[src/rtl/hazard_forward_unit.sv]
// Hazard and forwarding control for the SPARC 5-stage pipeline.
// Picks operand sources, stalls on load-use, annuls delay slots, counts events.
module hazard_forward_unit #(
    parameter int CNT_W = 16
) (
    input  logic             clk,
    input  logic             reset,
    input  logic             cnt_clr,
    input  logic [4:0]       ID_rs1,
    input  logic [4:0]       ID_rs2,
    input  logic [4:0]       ID_rd,
    input  logic             ID_uses_rs1,
    input  logic             ID_uses_rs2,
    input  logic             ID_uses_rd,
    input  logic             ID_branch,
    input  logic             ID_branch_taken,
    input  logic             ID_branch_always,
    input  logic             ID_annul,
    input  logic [4:0]       EX_RD_instr,
    input  logic             EX_RF_enable,
    input  logic             EX_is_load,
    input  logic [4:0]       MEM_RD_instr,
    input  logic             MEM_RF_enable,
    input  logic [4:0]       WB_RD_instr,
    input  logic             WB_RF_enable,
    output logic             PC_LE,
    output logic             nPC_LE,
    output logic             IF_ID_LE,
    output logic             IF_ID_clr,
    output logic             ID_EX_clr,
    output logic [1:0]       fwd_sel_rs1,
    output logic [1:0]       fwd_sel_rs2,
    output logic [1:0]       fwd_sel_rd,
    output logic [CNT_W-1:0] stall_count,
    output logic [CNT_W-1:0] annul_count
);

    typedef enum logic {RUN, STALL} state_t;

    state_t state;
    logic   lu;
    logic   an;
    logic   stall;
    logic   annul_ev;

    // Youngest writer wins; %g0 never forwards.
    function automatic logic [1:0] pick_src(
        input logic [4:0] f,
        input logic [4:0] ex_rd,
        input logic       ex_en,
        input logic [4:0] mem_rd,
        input logic       mem_en,
        input logic [4:0] wb_rd,
        input logic       wb_en
    );
        logic [1:0] sel;
        sel = 2'b00;
        if (f != 5'd0) begin
            if (ex_en && ex_rd == f)
                sel = 2'b01;
            else if (mem_en && mem_rd == f)
                sel = 2'b10;
            else if (wb_en && wb_rd == f)
                sel = 2'b11;
        end
        return sel;
    endfunction

    // Hazard predicates from the current stage contents.
    always_comb begin
        lu = EX_is_load && EX_RF_enable && (EX_RD_instr != 5'd0) &&
             ((ID_uses_rs1 && EX_RD_instr == ID_rs1) ||
              (ID_uses_rs2 && EX_RD_instr == ID_rs2) ||
              (ID_uses_rd  && EX_RD_instr == ID_rd));
        an = ID_branch && ID_annul &&
             (!ID_branch_taken || ID_branch_always);
        stall    = (state == RUN) && lu && !reset;
        annul_ev = an && !stall && !reset;
    end

    // Pipeline register controls and forward selects; reset forces a flush.
    always_comb begin
        PC_LE       = 1'b0;
        nPC_LE      = 1'b0;
        IF_ID_LE    = 1'b0;
        IF_ID_clr   = 1'b1;
        ID_EX_clr   = 1'b1;
        fwd_sel_rs1 = 2'b00;
        fwd_sel_rs2 = 2'b00;
        fwd_sel_rd  = 2'b00;
        if (!reset) begin
            PC_LE       = !stall;
            nPC_LE      = !stall;
            IF_ID_LE    = !stall;
            IF_ID_clr   = annul_ev;
            ID_EX_clr   = stall;
            fwd_sel_rs1 = pick_src(ID_rs1, EX_RD_instr, EX_RF_enable,
                                   MEM_RD_instr, MEM_RF_enable,
                                   WB_RD_instr, WB_RF_enable);
            fwd_sel_rs2 = pick_src(ID_rs2, EX_RD_instr, EX_RF_enable,
                                   MEM_RD_instr, MEM_RF_enable,
                                   WB_RD_instr, WB_RF_enable);
            fwd_sel_rd  = pick_src(ID_rd, EX_RD_instr, EX_RF_enable,
                                   MEM_RD_instr, MEM_RF_enable,
                                   WB_RD_instr, WB_RF_enable);
        end
    end

    // Stall FSM: one bubble per load, then back to RUN.
    always_ff @(posedge clk) begin
        if (reset)
            state <= RUN;
        else
            state <= stall ? STALL : RUN;
    end

    // Saturating debug counters; clear beats increment.
    always_ff @(posedge clk) begin
        if (reset || cnt_clr) begin
            stall_count <= '0;
            annul_count <= '0;
        end else begin
            if (stall && stall_count != '1)
                stall_count <= stall_count + 1'b1;
            if (annul_ev && annul_count != '1)
                annul_count <= annul_count + 1'b1;
        end
    end

endmodule

[config.mk]
export PLATFORM = sky130hd
export DESIGN_NAME = hazard_forward_unit
export DESIGN_NICKNAME = d
export VERILOG_FILES = /design/src/rtl/hazard_forward_unit.sv
export SDC_FILE = /design/constraint.sdc
export NUM_CORES = 1
export LEC_CHECK = 0
export ABC_AREA = 1
export BUFFER_PORTS_ARGS = -buffer_cell sky130_fd_sc_hd__buf_4
export CAP_MARGIN = 20
export CORE_UTILIZATION = 52
export CTS_CLUSTER_DIAMETER = 40
export DETAILED_ROUTE_END_ITERATION = 7
export PLACE_DENSITY = 0.77
export SYNTH_ARGS = -nofsm -noshare
export SYNTH_HDL_FRONTEND = slang
export SYNTH_SLANG_ARGS = --single-unit
export TNS_END_PERCENT = 5
[constraint.sdc]
create_clock -name clk -period 2.4 [get_ports clk]
set_clock_uncertainty 0.15 [all_clocks]
set_input_delay 0.36 -clock clk [delete_from_list [all_inputs] [get_ports clk]]
set_output_delay 0.36 -clock clk [all_outputs]
set_load 0.005 [all_outputs]
# Yosys cells after proc, flatten, opt, wreduce, memory -nomap -nowiden

Index checks and enable logic that the tools add are counted.

Register bits after elaboration: 33
Input bits: 44

Reduce and logical (&&, ||, !) cells: 34
Muxes and demuxes: 19
Equality and inequality tests: 11
Bitwise operators: 1
$add $sub $neg: 2

Operator list:

| kind                    | number |
|---|---|
| $eq A5 B5 Y1            | 9 |
| $add A16 B1 Y16 const B | 2 |
| $ne A16 B16 Y1 const B  | 2 |
| $mux W2                 | 15 |
| $logic_and A1 B1 Y1     | 23 |
| $reduce_bool A5 Y1      | 4 |
| $logic_or A1 B1 Y1      | 4 |
| $mux W1                 | 4 |
| $logic_not A1 Y1        | 3 |
| $not A1 Y1              | 1 |

# Depth between registers and ports, before layout

Word-level depth: 11
Depth in mapped cells: 12
Gate-level depth less buffers: 12

# Least setup slack after synthesis

No wires, ideal clock.

Path kind: flip-flop to flip-flop
Start point: reg stall_count[0]
End point: reg stall_count[10]
Period minus slack after synthesis: 1931 ps
Cell stages (with the launch flop): 10
Library setup time: 68 ps
Required time: 2182 ps
Arrival time: 1714 ps
Buffers on the path: 1
Slack: 469 ps
Cell sequence: dfxtp_1 > ha_1 > nand2_2 > nor3_2 > nand2_1 > or3_1 > nand2_2 > buf_6 > nand2_1 > a21oi_2

Word-level cells in the longest chain between the ends: 2

RTL lines:

| item                                                                    | RTL line | RTL |
|---|---|---|
| start, declared                                                         | 34       | `output logic [CNT_W-1:0] stall_count,` |
| start signal, assigned                                                  | 124      | `stall_count <= stall_count + 1'b1;` |
| parallel branches: the longest is 2 deep, another holds $add A16 B1 Y16 | -        |  |

Several ways; the timed one is not identified.
A chain may end at the register's enable or synchronous reset.

# Final worst setup path

Start point: in EX_RD_instr[2]
End point: out ID_EX_clr

Word-level cells in the longest chain between the ends: 8

RTL lines:

| item                                   | RTL line | RTL |
|---|---|---|
| start, declared                        | 19       | `input logic [4:0] EX_RD_instr,` |
| $eq A5 B5 Y1 (on tied branches)        | 72, 73   |  |
| $logic_and A1 B1 Y1 (on tied branches) | 72, 73   |  |
| $logic_or A1 B1 Y1                     | 72       | `((ID_uses_rs1 && EX_RD_instr == ID_rs1) \|\|` |
| $logic_or A1 B1 Y1                     | 73       | `(ID_uses_rs2 && EX_RD_instr == ID_rs2) \|\|` |
| $logic_and A1 B1 Y1 *                  | 71       | `lu = EX_is_load && EX_RF_enable && (EX_RD_instr != 5'd0) &&` |
| $logic_and A1 B1 Y1 * (2 in series)    | 77       | `stall = (state == RUN) && lu && !reset;` |
| $mux W1 *                              | 91       | `if (!reset) begin` |
| end, declared                          | 30       | `output logic ID_EX_clr,` |

Mark *: on every way between the ends. The rest lies on a longest branch, timed or not.

==> flow_metrics.tcl <==
set metrics [dict create \
    yosys_register_bits 33 \
    avgRoutedWirePerCell_um 13.8 \
    cts_tree "built" \
    fin_crit_ns 2.14 \
    routabilityCongestion 0.921 \
    clock_latency_ns 0.29 \
    clock-sinks 33 \
    synth_xor_area_frac 0.113 \
    place_area_um2 3430 \
    dieArea_um2 5490 \
    min_path_type "input pin to register" \
    p_clk_frac 0.344 \
    fin_area_um2 3520 \
    p_leak_nw 1.50 \
    seq_power_share 0.451 \
    portBuffers 86 \
    yosys_warnings 0 \
    root_buffer "clkbuf_8" \
    antenna_found_initial 0 \
    layout_setup_ws_ns 0.261 \
    ff_latch_area_um2 661 \
    ys_seq_area_frac 0.244 \
    h-tree-depth 2 \
    vias_per_cell 5.51 \
    synthDistinctLibCells 35 \
    drive_gt1_frac 0.236 \
    dr.pass1.iters 5 \
    status "finished, final reports clean" \
    worst_setup_path_start_kind "input pin" \
    comb_power_share 0.206 \
    multi_input_area_um2 1750 \
    initial_core_util 0.557 \
    final.setup.tns_ns 0 \
    dp_worst_setup_slack_ns 0.273 \
    power_switching_w 0.000359 \
    required_ns 1.89 \
    crit_arrival_ns 1.63 \
    areaGrowthSynthToFinish_pct 30.2 \
    power_density_nw_per_um2 346 \
    max_freq_mhz 467 \
    num_vias 3239 \
    gr-usage-all-layers 0.305 \
    fp-row-count 25 \
    slew_viol_final 0 \
    rsz0062_at_grt "false" \
    ctsHoldBuffers 0 \
    crit_path_end_kind "output port" \
    clock_path_buffers 2 \
    post_cts_buffers 0 \
    setup-violations-final 0 \
    drt_iter0_markers 303 \
    synth-simple-area-share 0.379 \
    syn_inst 430 \
    fin_util 0.726 \
    ctsResizeCount 0 \
    drt-total-wl_mm 8.14 \
    ioPinCount 87 \
    syn_nets 476 \
    path_class "input pin to output port" \
    core_um2 4850 \
    grt_max_degree 18 \
    worstPathMaxFanout 16 \
    synth_compound_area_frac 0.147 \
    maxSlewHeadroom 0.658 \
    p_int_w 0.000858 \
    clk_pin_slew_ns 0.07 \
    n_antenna_cell 0 \
    final_nets 566 \
    hold_viol_final 0 \
    muxShareOfSynthArea 0 \
    tightest_slew_ns 0.509 \
    drc 0 \
    nFillCells 433 \
    vdd_drop_max_v 0.000318 \
    finalPower_w 0.00122 \
    p_sw_frac 0.295 \
    synth.avg_cell_area_um2 6.29 \
    synth_area_um2 2700 \
    grt_pass1_wl_mm 13.0 \
    die_h_um 74.1 \
    die_width_um 74.1 \
    place_hpwl_mm 6.29 \
    grt_overflow 0 \
    grt_pass1_vias 2927 \
    postRouteAntennaNets 0 \
    maxCapViolCount 0 \
    fin_crit_sh 0.891 \
    synth_fa_ha_area_frac 0.00926 \
    synth_top_family_by_area "simple AND/OR/NAND/NOR gates" \
    cts_buffers 5 \
]
worst paths after layout:
check                                             startpoint                            to  slack, ns  cells after the start
worst max register to register   stall_count[0]$_SDFFE_PP0P_  stall_count[10]$_SDFFE_PP0P_       0.28                      8
worst min-delay path                                   reset              state$_SDFF_PP0_       0.16                      2
worst min register to register  stall_count[13]$_SDFFE_PP0P_  stall_count[13]$_SDFFE_PP0P_       0.36                      2
worst max-delay path                          EX_RD_instr[2]                     ID_EX_clr       0.26                     11
cell usage after synthesis, drive strengths merged:
library cell	number	share of area
clkbuf	5	0.0069
nand4	24	0.058
o41ai	1	0.0032
nand2	119	0.17
inv	58	0.081
o2111ai	2	0.0065
nor2	36	0.051
buf	6	0.019
o22ai	9	0.021
xnor2	10	0.032
xor2	25	0.081
a211oi	1	0.0028
nor3	17	0.041
o21bai	2	0.0056
dfxtp	33	0.24
o211ai	1	0.0028
nand3	22	0.043
a21oi	40	0.078
o21ai	4	0.0074
or3	1	0.0023
ha	2	0.0093
a221oi	6	0.019
nand3b	1	0.0028
nor4	5	0.012
through the flow:
| step | instances | hold slack (ns) |
|---|---|---|
| finish | 588 | 0.158 |
| global route | 588 | 0.159 |
| global placement | 580 | 0.335 |
| CTS | 588 | 0.149 |
| detailed placement | 580 | 0.343 |
| floorplan | 430 | 0.305 |
cell families (layout without fill, tap and decap cells):
logic type | after synthesis | count (layout)
and+or+nand+nor | 225 | 225
buffers and inverters | 69 | 160
AOI/OAI and AO/OA | 66 | 66
xor gates and xnor gates | 35 | 35
DFF | 33 | 33
adders and majority gates | 2 | 2
worst max-delay path: stages:
cell	delay [ns]
buf_4	0.13
inv_1	0.11
nand2_1	0.07
nand2_1	0.06
nor2_1	0.07
nand4_1	0.12
nand3_2	0.11
a21oi_1	0.24
buf_12	0.18
inv_1	0.04
buf_4	0.12
placed cells by master (no fill, tap or decap):
master,netlist,routed
nand2_1,116,116
buf_4,4,93
inv_1,50,50
a21oi_1,37,37
nor2_1,35,35
dfxtp_1,33,33
xor2_1,25,25
nand4_1,23,23
nand3_1,21,21
nor3_1,13,13
xnor2_1,10,10
o22ai_1,9,9
inv_2,8,8
a221oi_1,6,6
nor4_1,5,5
clkbuf_8,0,5
nor3_2,3,3
a21oi_2,3,3
o21ai_0,2,2
o2111ai_1,2,2
o21ai_1,2,2
o21bai_1,2,2
nand2_2,2,2
ha_1,2,2
clkinv_2,0,2
o211ai_1,1,1
o41ai_1,1,1
nor2_2,1,1
a211oi_1,1,1
nand3_2,1,1
nand2_4,1,1
nand4_2,1,1
nor3_4,1,1
or3_1,1,1
nand3b_1,1,1
clkinvlp_4,0,1
buf_12,0,1
flip-flops by register name, summed over array words and instances (netlist names):
signal,cells
stall_count,16
annul_count,16
state,1
cell type report:
class | count | area share
clock buffers | 5 | 0.0196
clock inverters | 3 | 0.00498
inverters | 58 | 0.0619
multi-input cells | 328 | 0.498
flip-flops and latches | 33 | 0.188
well taps | 67 | 0.0238
repair buffers | 94 | 0.204
power groups by stage:
stage / clock [W] / combinational, W / sequential (W)
6_report: 0.000418 / 0.000250 / 0.000549
5_1_grt: 0.000451 / 0.000274 / 0.000549
4_1_cts: 0.000427 / 0.000246 / 0.000549
3_5_place_dp: 0 / 0.000245 / 0.000561
3_3_place_gp: 0 / 0.000242 / 0.000561
2_1_floorplan: 0 / 0.000120 / 0.000562
layer usage:
| layer | wire, um | global-route usage | share of wire | up-vias |
|---|---|---|---|---|
| met5 | 0 | 0 | 0 | - |
| met4 | 129 | 0.100 | 0.016 | 0 |
| met3 | 615 | 0.0474 | 0.076 | 16 |
| met2 | 3810 | 0.515 | 0.47 | 148 |
| met1 | 3580 | 0.396 | 0.44 | 1471 |
| li1 | - | - | - | 1604 |
No activity file was read; power rests on OpenSTA's default activity.
